## src/rtl/cdb_pkg.sv

```systemverilog
// rtl/cdb_pkg.sv - shared sizing and requester index constants for the CDB arbiter
package cdb_pkg;

  localparam int NUM_REQ = 4;
  localparam int TAG_W   = 5;
  localparam int DATA_W  = 32;
  localparam int PTR_W   = 2;

  localparam int REQ_INT0 = 0;
  localparam int REQ_INT1 = 1;
  localparam int REQ_MULT = 2;
  localparam int REQ_LS   = 3;

  typedef logic [PTR_W-1:0] ptr_t;

  // The pointer is exactly PTR_W bits wide, so the wrap to 0 is the natural overflow.
  function automatic ptr_t ptr_after(input ptr_t k);
    return k + ptr_t'(1);
  endfunction

endpackage

```

## src/rtl/rr_arbiter4.sv

```systemverilog
// rtl/rr_arbiter4.sv - combinational 4-way round-robin grant with flush mask
module rr_arbiter4
  import cdb_pkg::*;
(
  input  logic [3:0] req,
  input  ptr_t       ptr,
  input  logic       flush,
  output logic [3:0] gnt,
  output ptr_t       idx,
  output logic       valid
);

  logic [3:0] req_m;
  ptr_t       cand;

  // Search starts at ptr and walks upward modulo 4; the first live request wins.
  always_comb begin
    req_m = flush ? 4'b0000 : req;
    valid = 1'b0;
    idx   = '0;
    cand  = ptr;
    for (int k = 0; k < 4; k++) begin
      cand = ptr + ptr_t'(k);
      if (!valid && req_m[cand]) begin
        valid = 1'b1;
        idx   = cand;
      end
    end
    gnt = valid ? (4'b0001 << idx) : 4'b0000;
  end

endmodule

```

## src/rtl/cdb_arbiter.sv

```systemverilog
// rtl/cdb_arbiter.sv - Common Data Bus arbiter with registered broadcast
// Optional CDB_MULT_PRIORITY_EN: the multiplier always wins and does not move the pointer.
module cdb_arbiter
  import cdb_pkg::*;
#(
  parameter int NUM_REQ = cdb_pkg::NUM_REQ,
  parameter int TAG_W   = cdb_pkg::TAG_W,
  parameter int DATA_W  = cdb_pkg::DATA_W
) (
  input  logic                      Clk,
  input  logic                      Rst,
  input  logic [NUM_REQ-1:0]        Req,
  input  logic [NUM_REQ*TAG_W-1:0]  Req_Tag,
  input  logic [NUM_REQ*DATA_W-1:0] Req_Data,
  input  logic [NUM_REQ-1:0]        Req_Branch,
  input  logic [NUM_REQ-1:0]        Req_Branch_Taken,
  output logic [NUM_REQ-1:0]        Gnt,
  input  logic                      RB_Flush_Valid,
  output logic [TAG_W-1:0]          CDB_Tag_Out,
  output logic [DATA_W-1:0]         CDB_Data_Out,
  output logic                      CDB_Valid_Out,
  output logic                      CDB_Branch_Out,
  output logic                      CDB_Branch_Taken_Out
);

  ptr_t        ptr;
  logic [3:0]  rr_req;
  logic [3:0]  rr_gnt;
  ptr_t        rr_idx;
  logic        rr_valid;

  logic [3:0]  gnt_c;
  ptr_t        sel;
  logic        any_gnt;
  logic        ptr_adv;

  logic [TAG_W-1:0]  sel_tag;
  logic [DATA_W-1:0] sel_data;
  logic              sel_branch;
  logic              sel_taken;

  rr_arbiter4 u_rr (
    .req   (rr_req),
    .ptr   (ptr),
    .flush (RB_Flush_Valid),
    .gnt   (rr_gnt),
    .idx   (rr_idx),
    .valid (rr_valid)
  );

`ifdef CDB_MULT_PRIORITY_EN
  logic mult_win;

  // Mult is removed from the rotation; it pre-empts everyone but never consumes a turn.
  always_comb begin
    mult_win = Req[REQ_MULT] & ~RB_Flush_Valid;
    rr_req   = Req[3:0] & ~(4'b0001 << REQ_MULT);
    gnt_c    = mult_win ? (4'b0001 << REQ_MULT) : rr_gnt;
    sel      = mult_win ? ptr_t'(REQ_MULT) : rr_idx;
    any_gnt  = mult_win | rr_valid;
    ptr_adv  = ~mult_win & rr_valid;
  end
`else
  always_comb begin
    rr_req  = Req[3:0];
    gnt_c   = rr_gnt;
    sel     = rr_idx;
    any_gnt = rr_valid;
    ptr_adv = rr_valid;
  end
`endif

  assign Gnt = Rst ? gnt_c : '0;

  always_comb begin
    sel_tag    = Req_Tag[sel*TAG_W +: TAG_W];
    sel_data   = Req_Data[sel*DATA_W +: DATA_W];
    sel_branch = Req_Branch[sel];
    sel_taken  = Req_Branch_Taken[sel];
  end

  // Tag and data hold across idle cycles; the branch flags are only meaningful with valid.
  always_ff @(posedge Clk or negedge Rst) begin
    if (!Rst) begin
      ptr                  <= '0;
      CDB_Tag_Out          <= '0;
      CDB_Data_Out         <= '0;
      CDB_Valid_Out        <= 1'b0;
      CDB_Branch_Out       <= 1'b0;
      CDB_Branch_Taken_Out <= 1'b0;
    end else begin
      if (ptr_adv) begin
        ptr <= ptr_after(sel);
      end
      if (any_gnt) begin
        CDB_Tag_Out          <= sel_tag;
        CDB_Data_Out         <= sel_data;
        CDB_Valid_Out        <= 1'b1;
        CDB_Branch_Out       <= sel_branch;
        CDB_Branch_Taken_Out <= sel_taken;
      end else begin
        CDB_Valid_Out        <= 1'b0;
        CDB_Branch_Out       <= 1'b0;
        CDB_Branch_Taken_Out <= 1'b0;
      end
    end
  end

endmodule

```

## config.mk

```make
export PLATFORM = sky130hd
export DESIGN_NAME = cdb_arbiter
export DESIGN_NICKNAME = d
export VERILOG_FILES = /design/src/rtl/cdb_pkg.sv /design/src/rtl/rr_arbiter4.sv /design/src/rtl/cdb_arbiter.sv
export SDC_FILE = /design/constraint.sdc
export NUM_CORES = 1
export LEC_CHECK = 0
export CAP_MARGIN = 25
export CORE_MARGIN = 2
export CORE_UTILIZATION = 36
export DETAILED_ROUTE_END_ITERATION = 10
export GPL_ROUTABILITY_DRIVEN = 0
export HOLD_SLACK_MARGIN = 0.06
export PLACE_DENSITY = 0.82
export SLEW_MARGIN = 20
export SYNTH_ARGS = -nofsm -noshare
export SYNTH_HDL_FRONTEND = slang
export SYNTH_SLANG_ARGS = --single-unit
```

## constraint.sdc

```tcl
create_clock -name Clk -period 2.4 [get_ports Clk]
set_input_delay 0.36 -clock Clk [delete_from_list [all_inputs] [get_ports Clk]]
set_output_delay 0.36 -clock Clk [all_outputs]
set_load 0.05 [all_outputs]
```

==> run_results.csv <==
group,metric,value,unit
cts,cts_root_buffer,"clkbuf_8",
worst_setup_path,r2r_cells,8,
grt,antenna_found_initial,0,
routing,drt_iter0_markers,73,
flow_run,maxCapViolations,0,
final_layout,postLayoutCellArea,0.00540,mm^2
worst_setup_path,regToRegEndpoint,"CDB_Data_Out[3]$_DFFE_PN0N_",
final_layout,drive_gt1_share,16.3,%
cts,clock_path_buffers,2,
sta,setup_viol,0,
grt,grt.overflow.total,0,
routing,final_antenna_net_count,0,
synth,synth_common_cells,"nor2_1 (48), dfrtp_1 (42), mux2i_1 (40), nand2_1 (40), a21oi_1 (39)",
final_layout,syn_to_final_growth,80.3,%
synth,synth-edff-count,0,
worst_setup_path,crit_buf_inv,3,
synth,yosysMostFrequentCell,"nor2_1",
sta,worst_pin_slew,0.635,ns
sta,maxSlewHeadroom,57.7,%
floorplan,die_h,95.3,um
sta,fin_hold_ws,0.544,ns
placed_design,io_buffer_count,206,
hold_path,hp-class,"in -> async",
synth,synth_nets,471,
worst_setup_path,slowest_delay,0.54,ns
synth,ys_ff_latch,42,
floorplan,design.die.area,0.00907,mm^2
routing,dr.pass1.iters,5,
synth,syn-cell-area,0.00300,mm^2
worst_setup_path,worst-endpoint-required,2.04,ns
cts,h-tree-depth,2,
worst_setup_path,cpLargestDelayFamily,"buffers and inverters",
placed_design,hpwl,8.40,mm
synth,synth-async-reset-ratio,100,%
final_layout,antenna_cells,0,
routing,totalWireLength,11.2,mm
synth,synth-main-ff-cell,"dfrtp_1",
sta,timing.final.crit_period,2.36,ns
worst_setup_path,start_kind,"input port",
sta,hold_viol,0,
floorplan,io_pins,207,
floorplan,die_width,95.3,um
worst_setup_path,cp-end-kind,"primary output",
routing,drc,0,
cts,clock-sinks,42,
run_status,status,"complete, no violations",
synth,synth_largest_area_cell,"dfrtp_1",
power_and_ir_drop,ir_drop,450,uV
power_and_ir_drop,p_total,4.84,mW
worst_setup_path,cpMaxStageDelayCell,"clkdlybuf4s50_1",
synth,synth_top_area_share,35.1,%
sta,finClkSkew,0.00402,ns
final_layout,final_nets,684,
cts,cts_tree,"yes",
routing,via_per_inst,5.34,
worst_setup_path,worst-r2r-setup-slack,0.35,ns
placed_design,placed_area,0.00519,mm^2
synth,avgSynthCellArea,9.73,um^2
routing,via_count,3347,
floorplan,core_area,0.00813,mm^2
grt,grt_pass1_wl,16.5,mm
routing,routedWlPerCell,17.9,um
worst_setup_path,r2r_start,"ptr[1]$_DFFE_PN0N_",
cts,clkTransAtPathRegs,0.08,ns
worst_setup_path,crit_chain,"clkdlybuf4s50_1, a21boi_4, o22ai_2, and2_1, buf_4, nor3_4, buf_6",
grt,first_global_vias,3403,
worst_setup_path,cp-startpoint,"Req[0]",
grt,track_usage,23.4,%
grt,grt_max_degree,40,
cts,cts_buffers,5,
final_layout,fin_util,66.4,%
floorplan,row_count,33,
synth,synth.distinct_cells,36,
synth,syn_inst,308,
floorplan,start_util,36.9,%
synth,synth_area_leaders,"dfrtp_1 (35%), a221oi_2 (17%), mux2i_1 (13%)",
sta,setup_tns,0,ns
power_and_ir_drop,power.leakage,2.38,nW
worst_setup_path,crit_type,"in -> out",
synth,ys_warn_count,0,
sta,max_freq,424,MHz
cts,worstSkewPairLatency,0.29,ns
sta,finalCritPeriodShare,98.3,%
worst_setup_path,critPathArrivalTime,2.00,ns
sta,maxSlewViolCount,0,
worst_setup_path,crit_fanout,4,
synth,ys_seq_area_share,35.1,%
power_and_ir_drop,pwr_density_cell,896,mW/mm^2
-- where the power goes --
part / internal [mW] / switching [mW]
sequential: 0.970 / 0.180
combinational: 1.31 / 1.89
clock: 0.233 / 0.254
-- repair_timing --
item                       4_1_cts  5_1_grt
setup endpoints to repair        4        4
pin swaps                        2        3
gates resized for setup          7        9
hold endpoints to repair        11        0
cloned                           0        0
hold buffers                     1        0
buffers inserted                 0        7
-- worst max path at each step --
stage                                               to  slack [ns]  cells past startpoint
after detailed placement  CDB_Data_Out[16]$_DFFE_PN0N_       -0.17                      6
after global placement    CDB_Data_Out[16]$_DFFE_PN0N_       -0.05                      6
final                                           Gnt[2]        0.04                      7
after global routing                            Gnt[2]      -0.007                      7
after CTS                                       Gnt[2]       0.009                      7
after floorplan                                 Gnt[3]        0.04                      6
-- area by class of cell --
| type | instances | area [um^2] |
|---|---|---|
| clock buffers | 7 | 86.3 |
| clock inverters | 1 | 5.00 |
| fillers | 649 | 2730 |
| inverters | 1 | 3.75 |
| multi-input cells | 238 | 1800 |
| flip-flops and latches | 42 | 1050 |
| well taps | 105 | 131 |
| repair buffers | 233 | 2330 |
-- routing by layer --
metal | global-route usage [%] | vias to the layer above | routed length, um
met5 | 0 | - | 0
met4 | 7.97 | 0 | 371
met3 | 6.01 | 28 | 1060
met2 | 42.1 | 180 | 5490
met1 | 26.7 | 1588 | 4290
li1 | - | 1551 | -
-- logic make-up after synthesis --
kind of cell,share of synthesized area [%]
compound gates,29.8
buf+inv,7.10
flops,35.1
mux,13.4
simple gates,14.6
-- flip-flops by register name, summed over array words and instances, names as in the netlist --
signal / count
CDB_Branch_Taken_Out: 1
ptr: 2
CDB_Valid_Out: 1
CDB_Branch_Out: 1
CDB_Data_Out: 32
CDB_Tag_Out: 5
-- layout by cell type, fill, tap and decap left out, types with 2 or more instances in the layout --
master           count
clkbuf_8             6
dfrtp_1             41
o21a_1               3
clkdlybuf4s50_1    198
buf_6                3
a221oi_2            34
buf_4               22
a221oi_1             3
nand2_1             40
or2b_1               2
a21oi_1             38
mux2i_1             40
buf_12               4
nand2b_1             2
o32ai_1              2
o21bai_1             2
nor2_1              47
o21ai_0              2
dlymetal6s2s_1       3
nor3_1               4
-- metrics by stage --
stage          setup WS (ns)  instances
5_1_grt             -0.00686        627
2_1_floorplan         0.0388        308
3_3_place_gp         -0.0542        611
6_report              0.0411        627
3_5_place_dp          -0.173        611
4_1_cts              0.00890        620
-- worst reg2reg max path, delay by kind of cell (launching register included) --
kind | cells | cell delay [ns]
AND/OR/NAND/NOR | 2 | 0.25
buffers and inverters | 3 | 0.53
AO/OA/AOI/OAI | 2 | 0.30
flip-flops | 1 | 0.47
multiplexers | 1 | 0.36
Power figures use the tool's default switching activity.
